<file path="config.mk">
export PLATFORM = sky130hd
export DESIGN_NAME = gaxi_beat_packer_flat
export DESIGN_NICKNAME = d
export VERILOG_FILES = /design/src/rtl/gaxi_beat_packer_if.sv /design/src/rtl/gaxi_beat_packer.sv /design/src/flat_wrapper.sv
export SDC_FILE = /design/constraint.sdc
export NUM_CORES = 1
export LEC_CHECK = 0
export CORE_MARGIN = 2
export CORE_UTILIZATION = 45
export CTS_CLUSTER_SIZE = 10
export DETAILED_ROUTE_END_ITERATION = 7
export PLACE_DENSITY = 0.71
export SLEW_MARGIN = 10
export SYNTH_ARGS = -nofsm -noshare
export SYNTH_HDL_FRONTEND = slang
export SYNTH_SLANG_ARGS = --single-unit
</file>
<file path="constraint.sdc">
create_clock -name axi_aclk -period 3.35 [get_ports axi_aclk]
set_input_delay 0.5025 -clock axi_aclk [delete_from_list [all_inputs] [get_ports axi_aclk]]
set_output_delay 0.5025 -clock axi_aclk [all_outputs]
set_load 0.02 [all_outputs]
</file>
<file path="src/rtl/gaxi_beat_packer_if.sv">
// Narrow-in / wide-out beat bus for gaxi_beat_packer.
// master = producer of narrow beats and consumer of wide beats; slave = the packer.
interface gaxi_beat_packer_if #(
  parameter int DATA_WIDTH = 32,
  parameter int RATIO      = 4,
  parameter int OUT_WIDTH  = DATA_WIDTH * RATIO
);
  logic                  wr_valid;
  logic                  wr_ready;
  logic [DATA_WIDTH-1:0] wr_data;
  logic                  wr_last;
  logic                  rd_valid;
  logic                  rd_ready;
  logic [OUT_WIDTH-1:0]  rd_data;
  logic [RATIO-1:0]      rd_strb;
  logic                  rd_last;
  logic [3:0]            count;

  modport slave (
    input  wr_valid, wr_data, wr_last, rd_ready,
    output wr_ready, rd_valid, rd_data, rd_strb, rd_last, count
  );

  modport master (
    output wr_valid, wr_data, wr_last, rd_ready,
    input  wr_ready, rd_valid, rd_data, rd_strb, rd_last, count
  );
endinterface

</file>
<file path="src/rtl/gaxi_beat_packer.sv">
// Packs RATIO narrow beats into one wide beat. Lane 0 sits at the LSBs;
// wr_last closes a wide beat early with the unfilled lanes zeroed.
// One accumulator plus one output register; wr_ready only looks at the
// output register and rd_ready, so a full beat can be replaced in the same
// cycle it is read.

// One accumulator lane: holds its narrow word and strobe until the wide beat
// closes, and presents the merged view (incoming word if this lane is the
// current write target) to the output register.
module gaxi_beat_packer_lane #(
  parameter int DATA_WIDTH = 32
) (
  input  logic                  clk,
  input  logic                  rst,
  input  logic                  sel,
  input  logic                  clr,
  input  logic [DATA_WIDTH-1:0] d,
  output logic [DATA_WIDTH-1:0] mq,
  output logic                  mstrb
);
  logic [DATA_WIDTH-1:0] q;
  logic                  strb;

  // Capture the lane on a write aimed at it; a closing beat clears it.
  always_ff @(posedge clk) begin
    if (rst || clr) begin
      q    <= '0;
      strb <= 1'b0;
    end else if (sel) begin
      q    <= d;
      strb <= 1'b1;
    end
  end

  assign mq    = sel ? d : q;
  assign mstrb = sel | strb;
endmodule

module gaxi_beat_packer #(
  parameter int DATA_WIDTH = 32,
  parameter int RATIO      = 4,
  parameter int OUT_WIDTH  = DATA_WIDTH * RATIO
) (
  input  logic              axi_aclk,
  input  logic              axi_areset,
  gaxi_beat_packer_if.slave bus
);
  logic [3:0]                       idx;
  logic                             wr_ready;
  logic                             wr_fire;
  logic                             rd_fire;
  logic                             complete;
  logic [RATIO-1:0]                 sel;
  logic [RATIO-1:0][DATA_WIDTH-1:0] mdata;
  logic [RATIO-1:0]                 mstrb;
  logic [OUT_WIDTH-1:0]             rd_data_q;
  logic [RATIO-1:0]                 rd_strb_q;
  logic                             rd_last_q;
  logic                             rd_valid_q;

  // Output slot is free when empty or being drained this cycle.
  assign wr_ready = ~rd_valid_q | bus.rd_ready;
  assign wr_fire  = bus.wr_valid & wr_ready;
  assign rd_fire  = rd_valid_q & bus.rd_ready;
  assign complete = wr_fire & ((idx == 4'(RATIO - 1)) | bus.wr_last);

  for (genvar i = 0; i < RATIO; i++) begin : g_lane
    assign sel[i] = wr_fire & (idx == 4'(i));
    gaxi_beat_packer_lane #(.DATA_WIDTH(DATA_WIDTH)) u_lane (
      .clk   (axi_aclk),
      .rst   (axi_areset),
      .sel   (sel[i]),
      .clr   (complete),
      .d     (bus.wr_data),
      .mq    (mdata[i]),
      .mstrb (mstrb[i])
    );
  end

  // Lane index and output register: a closing write reloads the output
  // (even while the old beat is being read), otherwise a read empties it.
  always_ff @(posedge axi_aclk) begin
    if (axi_areset) begin
      idx        <= '0;
      rd_data_q  <= '0;
      rd_strb_q  <= '0;
      rd_last_q  <= 1'b0;
      rd_valid_q <= 1'b0;
    end else if (complete) begin
      idx        <= '0;
      rd_data_q  <= mdata;
      rd_strb_q  <= mstrb;
      rd_last_q  <= bus.wr_last;
      rd_valid_q <= 1'b1;
    end else begin
      if (wr_fire) idx <= idx + 4'd1;
      if (rd_fire) rd_valid_q <= 1'b0;
    end
  end

  assign bus.wr_ready = wr_ready;
  assign bus.rd_valid = rd_valid_q;
  assign bus.rd_data  = rd_data_q;
  assign bus.rd_strb  = rd_strb_q;
  assign bus.rd_last  = rd_last_q;
  assign bus.count    = idx;
endmodule
</file>
<file path="src/flat_wrapper.sv">
// flat-port wrapper written by rule: the top's interface ports become plain ports
module gaxi_beat_packer_flat 
#(
  parameter int DATA_WIDTH = 32,
  parameter int RATIO      = 4,
  parameter int OUT_WIDTH  = DATA_WIDTH * RATIO
)
  (axi_aclk, axi_areset, bus_wr_valid, bus_wr_data, bus_wr_last, bus_rd_ready, bus_wr_ready, bus_rd_valid, bus_rd_data, bus_rd_strb, bus_rd_last, bus_count);
  gaxi_beat_packer_if #(.DATA_WIDTH(DATA_WIDTH), .RATIO(RATIO), .OUT_WIDTH(OUT_WIDTH)) bus_i ();
  input  logic axi_aclk;
  input  logic axi_areset;
  input wire logic [$bits(bus_i.wr_valid)-1:0] bus_wr_valid;
  input wire logic [$bits(bus_i.wr_data)-1:0] bus_wr_data;
  input wire logic [$bits(bus_i.wr_last)-1:0] bus_wr_last;
  input wire logic [$bits(bus_i.rd_ready)-1:0] bus_rd_ready;
  output wire logic [$bits(bus_i.wr_ready)-1:0] bus_wr_ready;
  output wire logic [$bits(bus_i.rd_valid)-1:0] bus_rd_valid;
  output wire logic [$bits(bus_i.rd_data)-1:0] bus_rd_data;
  output wire logic [$bits(bus_i.rd_strb)-1:0] bus_rd_strb;
  output wire logic [$bits(bus_i.rd_last)-1:0] bus_rd_last;
  output wire logic [$bits(bus_i.count)-1:0] bus_count;
  assign bus_i.wr_valid = bus_wr_valid;
  assign bus_i.wr_data = bus_wr_data;
  assign bus_i.wr_last = bus_wr_last;
  assign bus_i.rd_ready = bus_rd_ready;
  assign bus_wr_ready = bus_i.wr_ready;
  assign bus_rd_valid = bus_i.rd_valid;
  assign bus_rd_data = bus_i.rd_data;
  assign bus_rd_strb = bus_i.rd_strb;
  assign bus_rd_last = bus_i.rd_last;
  assign bus_count = bus_i.count;
  gaxi_beat_packer #(.DATA_WIDTH(DATA_WIDTH), .RATIO(RATIO), .OUT_WIDTH(OUT_WIDTH)) u_core (.axi_aclk(axi_aclk), .axi_areset(axi_areset), .bus(bus_i));
endmodule
</file>
==> impl_metrics.yaml, run 1 <==
cts:
  insertion_delay_ns: 0.52
  cts_root_buf: "clkbuf_16"
  cts_hold_buf: 0
  numCtsBuffers: 30
  clk_pin_slew_worst_paths_ns: 0.05
  postCtsSetupBuffers: 0
  cts_resized: 0
  clkSinkCount: 270
  cts_tree: "yes"
  ctsHtreeMaxLevel: 1
  clock_path_buffers: 3
sta:
  fmaxAchievable_ghz: 0.431
  final-hold-violation-count: 0
  slew_violations: 0
  finalSetupTns_ns: 0
  finalCritPeriodShare: 0.693
  fin_worst_skew_ns: 0.00998
  period_needed_ns: 2.32
  relSlewSlack: 0.362
  rsz0062_at_grt: "no"
  tightest_slew_ns: 0.956
  setup_viol: 0
grt:
  first_global_vias: 6101
  grt.met3_usage: 0.0400
  track_usage: 0.186
  antenna_found_initial: 0
  grt_busiest_layer: "met2"
  grt.overflow.total: 0
  grt_pass1_wl_um: 33100
  use_met2: 0.294
  grt_max_degree: 73
  grt_util_met1: 0.262
floorplanning:
  fp.coreArea_sq_um: 20100
  ios: 176
  dieArea_sq_um: 21500
  placementRows: 52
  start_util: 0.456
  die_w_um: 147
  die_y_um: 147
route:
  drt-total-wl_um: 20300
  drt-vias-per-instance: 5.16
  dr.pass1.iters: 4
  vias: 6148
  drt_iter0_drc: 255
  avgRoutedWirePerCell_um: 17.0
  drtAntennaViolNets: 0
  drc: 0
yosys:
  syn_avg_cell_area_sq_um: 12.0
  synth-edff-count: 0
  synth_top_area_cell: "dfxtp_1"
  ys.flop_type: "dfxtp_1"
  synth.distinct_cells: 29
  ys_top_cells_by_area: "dfxtp_1 (59%), mux2i_1 (14%), o2bb2ai_1 (10%), nor2_1 (5.4%), o2bb2ai_2 (3.3%)"
  synth.top_cell.area_share: 0.590
  syn_area_sq_um: 9160
  synth_warnings: 0
  synthCells: 762
  ys_seq_area_frac: 0.590
  synth.most_common_cell: "dfxtp_1"
  synthArstFlopShare: 0
  synthTopCellsByCount: "dfxtp_1 (270), nor2_1 (132), mux2i_1 (129)"
  syn_nets: 803
  ys_ff_latch: 270
cells_and_area:
  final_core_util: 0.589
  final_layout_size_suffix_gt1_frac: 0.0782
  finalNonFillerCells: 1191
  syn_to_final_growth_pct: 29.3
  nFillCells: 1649
  seqCellArea_sq_um: 5410
  antenna_cells: 0
  multi_input_comb_area_sq_um: 3370
  final_nets: 963
min_path:
  hp-class: "reg -> reg"
placed_design:
  place_hpwl_um: 12300
  io_buffers: 175
  place.gp.congestion: 0.751
  dp_cells: 1160
power_and_ir_drop:
  p_per_area_nw_per_um2: 552
  max-vdd-ir-drop_uv: 375
  p_leak_nw: 4.93
setup_path:
  cp-end-kind: "register"
  rrSetupSlack_ns: 1.19
  cp_max_fo: 33
  critPathArrivalTime_ns: 2.73
  worstSetupPathType: "in -> reg"
  cp.required_ns: 3.76
  start_kind: "input pin"
run_status:
  outcome: "finished clean"
job:
  cap_violations: 0
==> cells in the final DEF (no fill, tap or decap), types with 3 or more instances in the layout <==
master	instances
dfxtp_1	270
clkdlybuf4s50_1	175
nor2_1	132
mux2i_1	129
o2bb2ai_1	109
clkbuf_16	31
o2bb2ai_2	20
buf_4	7
buf_12	7
a21oi_1	5
inv_1	4
nand2_1	4
ha_1	4
nand3_1	3
==> cell families after synthesis <==
logic type | count (synthesis) | share of synthesized area
flip-flops | 270 | 0.590
AND/OR/NAND/NOR | 153 | 0.0719
AO/OA/AOI/OAI | 138 | 0.143
multiplexers | 129 | 0.141
buffers and inverters | 65 | 0.0454
adder cells (fa/ha/maj) | 4 | 0.00547
XOR/XNOR | 3 | 0.00287
==> cell type report <==
cell class,count,area share
clock buffers,31,0.0655
multi-input cells,427,0.284
repair buffers,189,0.164
inverters,4,0.00127
flip-flops and latches,270,0.456
well taps,270,0.0285
==> power breakdown <==
part           leakage, nW  switching (mW)  internal [mW]  total (mW)
Combinational         2.37           0.293          0.206       0.499
Sequential            2.18          0.0314           3.29        3.32
Clock                0.382            1.12           1.60        2.73
==> worst max-delay path, stage by stage <==
cell	delay (ns)
clkdlybuf4s50_1	0.76
nand4_4	0.83
mux2i_1	0.50
o2bb2ai_1	0.11
==> through the flow <==
stage | hold slack (ns) | setup WS (ns) | power [mW] | area (sq um)
2_1_floorplan | 0.426 | 1.63 | 3.69 | 9160
3_3_place_gp | 0.441 | 0.602 | 3.88 | 11100
3_5_place_dp | 0.446 | 0.476 | 3.89 | 11100
4_1_cts | 0.455 | 0.995 | 6.63 | 11800
5_1_grt | 0.465 | 0.833 | 6.80 | 11800
6_report | 0.450 | 1.03 | 6.54 | 11800
==> state kept, by name (all words and copies together), names as in the netlist <==
signal,count
u_core.bus.rd_data,128
u_core.bus.rd_last,1
u_core.bus.rd_strb,4
u_core.g_lane.u_lane.q,128
u_core.bus.rd_valid,1
u_core.bus.count,4
u_core.g_lane.u_lane.strb,4
==> routing by layer <==
layer  up-vias  routed length, um
li1       3003                  -
met1      2971               9610
met2       149               9180
met3        25               1180
met4         0                332
met5         -                  0
==> path summary, 6_finish.rpt <==
check	startpoint	endpoint	cells past startpoint
hold / removal	u_core.bus.rd_last$_SDFFE_PP0P_	u_core.bus.rd_last$_SDFFE_PP0P_	2
setup / recovery	bus_wr_valid	u_core.bus.rd_data[8]$_SDFFE_PP0P_	4
hold reg to reg	u_core.bus.rd_last$_SDFFE_PP0P_	u_core.bus.rd_last$_SDFFE_PP0P_	2
setup reg to reg	u_core.bus.count[0]$_SDFFE_PP0P_	u_core.bus.rd_data[8]$_SDFFE_PP0P_	5
No activity file was read; power rests on OpenSTA's default activity.
==> run 2: changes to the inputs <==
- clock period: 3.35 -> 2.15 ns (I/O delays scaled with it)
==> run 2 against run 1 <==
  * Clock power is 59% higher
  * Count of clock-buffer cells in the layout is 3 higher
  * Design area is 1.4% higher
  * Via count is 0.49% higher
  * Combinational power is 62% higher
  * Critical path depth is 2 lower
  * Sequential share of layout area is 0.64 points lower
  * Cell count is 1.4% higher
  * Wire length is 0.82% higher
  * First-iteration DRC count is 12% lower
  * Non-clock buffer count is 12 higher
  * Clock skew is 0.0022 ns higher
  * Highest routed layer unchanged
==> impl_metrics.yaml, run 2 (synthesis results as in run 1) <==
run_status:
  outcome: "finished clean"
floorplanning:
  placementRows: 52
  die_y_um: 147
  die_w_um: 147
  start_util: 0.456
  ios: 176
  fp.coreArea_sq_um: 20100
  dieArea_sq_um: 21500
grt:
  grt_util_met1: 0.260
  antenna_found_initial: 0
  grt_pass1_wl_um: 33000
  first_global_vias: 6143
  use_met2: 0.294
  grt_busiest_layer: "met2"
  grt_max_degree: 69
  grt.met3_usage: 0.0381
  grt.overflow.total: 0
  track_usage: 0.187
cts:
  insertion_delay_ns: 0.54
  clk_pin_slew_worst_paths_ns: 0.05
  clock_path_buffers: 3
  clkSinkCount: 270
  ctsHtreeMaxLevel: 1
  numCtsBuffers: 31
  cts_tree: "yes"
  postCtsSetupBuffers: 0
  cts_hold_buf: 0
  cts_resized: 0
  cts_root_buf: "clkbuf_16"
route:
  dr.pass1.iters: 4
  drc: 0
  drt-total-wl_um: 20500
  drt-vias-per-instance: 5.11
  vias: 6178
  avgRoutedWirePerCell_um: 16.9
  drtAntennaViolNets: 0
  drt_iter0_drc: 225
setup_path:
  cp_max_fo: 11
  rrSetupSlack_ns: 0.47
  worstSetupPathType: "reg -> out"
  r2r_cells: 5
  critPathArrivalTime_ns: 1.66
  cp-end-kind: "output pin"
  r2r_end: "u_core.g_lane[1].u_lane.q[26]$_SDFF_PP0_"
  cp.required_ns: 1.83
  start_kind: "register"
  worstReg2RegStart: "u_core.bus.count[1]$_SDFFE_PP0P_"
sta:
  fin_worst_skew_ns: 0.0122
  finalCritPeriodShare: 0.924
  relSlewSlack: 0.781
  period_needed_ns: 1.99
  rsz0062_at_grt: "no"
  final-hold-violation-count: 0
  fmaxAchievable_ghz: 0.503
  fin_ws_ns: 0.163
  slew_violations: 0
  finalSetupTns_ns: 0
  setup_viol: 0
  tightest_slew_ns: 0.328
cells_and_area:
  nFillCells: 1650
  final_common_cell: "dfxtp_1"
  final_layout_size_suffix_gt1_frac: 0.0917
  syn_to_final_growth_pct: 31.2
  final_nets: 976
  final_cell_mix: "dfxtp_1 (270), clkdlybuf4s50_1 (175), nor2_1 (132)"
  antenna_cells: 0
min_path:
  hp-class: "reg -> reg"
  hold_depth: 1
  hp-start: "u_core.bus.rd_data[15]$_SDFFE_PP0P_"
  worstHoldEndpoint: "u_core.bus.rd_data[15]$_SDFFE_PP0P_"
placed_design:
  place_hpwl_um: 13000
  place.gp.congestion: 0.738
  post-place-ws_ns: 0.0760
  io_buffers: 175
power_and_ir_drop:
  p_per_area_nw_per_um2: 859
  p_leak_nw: 5.03
  max-vdd-ir-drop_uv: 526
  power_mw: 10.3
job:
  cap_violations: 0
-- run 2: changes by cell type in the layout (fill, tap and decap cells not counted), sizes merged --
| cell | delta |
|---|---|
| buf | +12 |
| clkbuf | +3 |
| inv | +2 |
-- run 2: worst max path at each step --
stage	depth (start not counted)	startpoint	slack [ns]	end
3_5_place_dp	6	bus_wr_valid	0.08	u_core.g_lane[0].u_lane.q[17]$_SDFF_PP0_
2_1_floorplan	7	u_core.bus.count[0]$_SDFFE_PP0P_	0.44	u_core.bus.rd_data[85]$_SDFFE_PP0P_
5_1_grt	2	u_core.bus.rd_valid$_SDFFE_PP0P_	0.09	bus_wr_ready
4_1_cts	2	u_core.bus.rd_valid$_SDFFE_PP0P_	0.14	bus_wr_ready
6_report	2	u_core.bus.rd_valid$_SDFFE_PP0P_	0.16	bus_wr_ready
3_3_place_gp	6	bus_wr_valid	0.13	u_core.bus.rd_data[104]$_SDFFE_PP0P_
-- run 2: power by group --
| part | internal (mW) | switching (mW) |
|---|---|---|
| clock | 2.54 | 1.81 |
| sequential | 5.12 | 0.0468 |
| combinational | 0.343 | 0.465 |
-- run 2: layout make-up --
class | count | area [sq um] | area share
tap | 270 | 338 | 0.0281
multi-input combinational | 427 | 3370 | 0.280
clock buffer | 34 | 787 | 0.0655
inverter | 4 | 15.0 | 0.00125
clock inverter | 2 | 17.5 | 0.00146
timing repair buffer | 201 | 2080 | 0.174
sequential | 270 | 5410 | 0.450
-- run 2: through the flow --
step | cells | hold WS, ns | util | instance area, sq um
3_3_place_gp | 1172 | 0.440 | 0.558 | 11200
4_1_cts | 1208 | 0.463 | 0.598 | 12000
2_1_floorplan | 762 | 0.392 | - | 9160
6_report | 1208 | 0.457 | 0.598 | 12000
5_1_grt | 1208 | 0.474 | 0.598 | 12000
3_5_place_dp | 1172 | 0.446 | 0.558 | 11200
-- run 2: routing by layer --
metal  vias to the layer above  wire length (um)
met3                        38              1070
met5                         -                 0
met4                         0               510
li1                       3033                 -
met2                       168              9250
met1                      2939              9640
-- run 2: critical path, cell delays in order (launching register included) --
cell and delay [ns]:
dfxtp_1 0.33, nand2b_4 0.17, clkdlybuf4s50_1 0.63
==> run 3: changes to the inputs <==
- CTS_BUF_LIST: not set -> sky130_fd_sc_hd__clkbuf_4 sky130_fd_sc_hd__clkbuf_8 sky130_fd_sc_hd__clkbuf_16
- MAX_ROUTING_LAYER: not set -> met4
- clock period: 2.15 -> 2.2 ns (I/O delays scaled with it)
==> run 3 against run 2 <==
  * Die area unchanged
  * Cell count decreased by 0.25%
  * Power decreased by 3.5%
  * Utilization increased by 0.26 points
  * Via count increased by 0.15%
  * Non-clock buffer count increased by 2
  * Worst setup slack improved by 0.051 ns
  * Design area increased by 0.44%
  * Critical path depth unchanged
  * Critical path type unchanged
==> impl_metrics.yaml, run 3 (synthesis results as in run 1) <==
grt:
  track_usage: 0.191
  use_met2: 0.304
  grt.overflow.total: 0
  first_global_vias: 6126
  grt_max_degree: 38
  grt_busiest_layer: "met2"
  grt_util_met1: 0.255
  antenna_found_initial: 0
  grt.met3_usage: 0.0325
  grt_pass1_wl_um: 32900
setup_path:
  cp-end-kind: "output pin"
  start_kind: "register"
  worstSetupPathType: "reg -> out"
  r2r_end: "u_core.bus.rd_data[104]$_SDFFE_PP0P_"
  cp.required_ns: 1.87
  r2r_cells: 5
  rrSetupSlack_ns: 0.52
  cp_max_fo: 11
  critPathArrivalTime_ns: 1.66
  worstReg2RegStart: "u_core.bus.count[1]$_SDFFE_PP0P_"
cts:
  numCtsBuffers: 30
  cts_hold_buf: 0
  cts_resized: 0
  clk_pin_slew_worst_paths_ns: 0.05
  postCtsSetupBuffers: 0
  clkSinkCount: 270
  insertion_delay_ns: 0.54
  clock_path_buffers: 3
  cts_tree: "yes"
  ctsHtreeMaxLevel: 1
  cts_root_buf: "clkbuf_16"
cells_and_area:
  final_nets: 977
  syn_to_final_growth_pct: 31.8
  final_layout_size_suffix_gt1_frac: 0.0920
  multi_input_comb_area_sq_um: 3370
  final_common_cell: "dfxtp_1"
  antenna_cells: 0
  finalNonFillerCells: 1205
  final_cell_mix: "dfxtp_1 (270), clkdlybuf4s50_1 (175), nor2_1 (132)"
  nFillCells: 1662
  seqCellArea_sq_um: 5410
power_and_ir_drop:
  p_sw_frac: 0.223
  switching_power_mw: 2.23
  p_leak_nw: 5.05
  max-vdd-ir-drop_uv: 612
  power_mw: 9.96
  pwr-share-clk: 0.412
  intPower_mw: 7.74
  pwr-share-seq: 0.507
  pwr-share-comb: 0.081
  p_per_area_nw_per_um2: 826
sta:
  slew_violations: 0
  relSlewSlack: 0.727
  period_needed_ns: 1.99
  setup_viol: 0
  fmaxAchievable_ghz: 0.503
  finalCritPeriodShare: 0.903
  hold-worst-slack_ns: 0.457
  fin_worst_skew_ns: 0.0168
  final-hold-violation-count: 0
  finalSetupTns_ns: 0
  tightest_slew_ns: 0.409
  rsz0062_at_grt: "no"
  fin_ws_ns: 0.214
route:
  drtAntennaViolNets: 0
  vias: 6187
  drt-total-wl_um: 20300
  avgRoutedWirePerCell_um: 16.9
  drt-vias-per-instance: 5.13
  drt_iter0_drc: 234
  dr.pass1.iters: 4
  drc: 0
floorplanning:
  die_w_um: 147
  dieArea_sq_um: 21500
  start_util: 0.456
  fp.coreArea_sq_um: 20100
  placementRows: 52
  ios: 176
  die_y_um: 147
min_path:
  hp-start: "u_core.g_lane[2].u_lane.strb$_SDFFE_PP0P_"
  hold_depth: 2
  hp-class: "reg -> reg"
  worstHoldEndpoint: "u_core.g_lane[2].u_lane.strb$_SDFFE_PP0P_"
placed_design:
  place_hpwl_um: 13400
  place.gp.congestion: 0.735
  io_buffers: 175
  post-place-ws_ns: 0.0551
  dp_cells: 1174
run_status:
  outcome: "finished clean"
job:
  cap_violations: 0
[run 3: changes by cell type in the layout (fill, tap and decap cells not counted)]
| cell | delta |
|---|---|
| inv_6 | -2 |
| clkbuf_16 | -1 |
| clkbuf_1 | -3 |
| buf_4 | -4 |
| clkinv_8 | +1 |
| buf_12 | +6 |
[run 3: layout make-up]
| class | count | area share |
|---|---|---|
| clock buffers | 30 | 0.0622 |
| inverters | 4 | 0.00124 |
| clock inverters | 1 | 0.00135 |
| multi-input cells | 427 | 0.279 |
| well taps | 270 | 0.0280 |
| repair buffers | 203 | 0.180 |
| flip-flops and latches | 270 | 0.448 |
[run 3: worst max-delay path by stage]
| stage | endpoint | startpoint | slack [ns] |
|---|---|---|---|
| 2_1_floorplan | u_core.bus.rd_data[85]$_SDFFE_PP0P_ | u_core.bus.count[0]$_SDFFE_PP0P_ | 0.49 |
| 3_3_place_gp | u_core.g_lane[2].u_lane.q[29]$_SDFF_PP0_ | bus_wr_valid | 0.12 |
| 4_1_cts | bus_wr_ready | u_core.bus.rd_valid$_SDFFE_PP0P_ | 0.19 |
| 3_5_place_dp | u_core.bus.rd_data[101]$_SDFFE_PP0P_ | bus_wr_valid | 0.06 |
| 6_report | bus_wr_ready | u_core.bus.rd_valid$_SDFFE_PP0P_ | 0.21 |
| 5_1_grt | bus_wr_ready | u_core.bus.rd_valid$_SDFFE_PP0P_ | 0.14 |
[run 3: routing by layer]
| layer | part of all wire | wire [um] |
|---|---|---|
| met1 | 0.47 | 9510 |
| met4 | 0.016 | 327 |
| met2 | 0.47 | 9550 |
| met5 | 0 | 0 |
| met3 | 0.046 | 926 |
[run 3: stage by stage]
stage	util	instance area (sq um)
after floorplan	-	9160
after global placement	0.562	11300
after detailed placement	0.562	11300
after CTS	0.600	12100
after global routing	0.600	12100
final	0.600	12100
[run 3: power by group through the flow]
stage / registers, mW / clock network, mW / logic (mW)
6_report: 5.05 / 4.10 / 0.810
5_1_grt: 5.06 / 4.42 / 0.872
4_1_cts: 5.05 / 4.22 / 0.820
3_5_place_dp: 5.15 / 0 / 0.817
3_3_place_gp: 5.15 / 0 / 0.810
2_1_floorplan: 5.20 / 0 / 0.422
[run 3: worst max-delay path, stage by stage (launching register included)]
cell	delay, ns
dfxtp_1	0.33
nand2b_4	0.17
clkdlybuf4s50_1	0.63
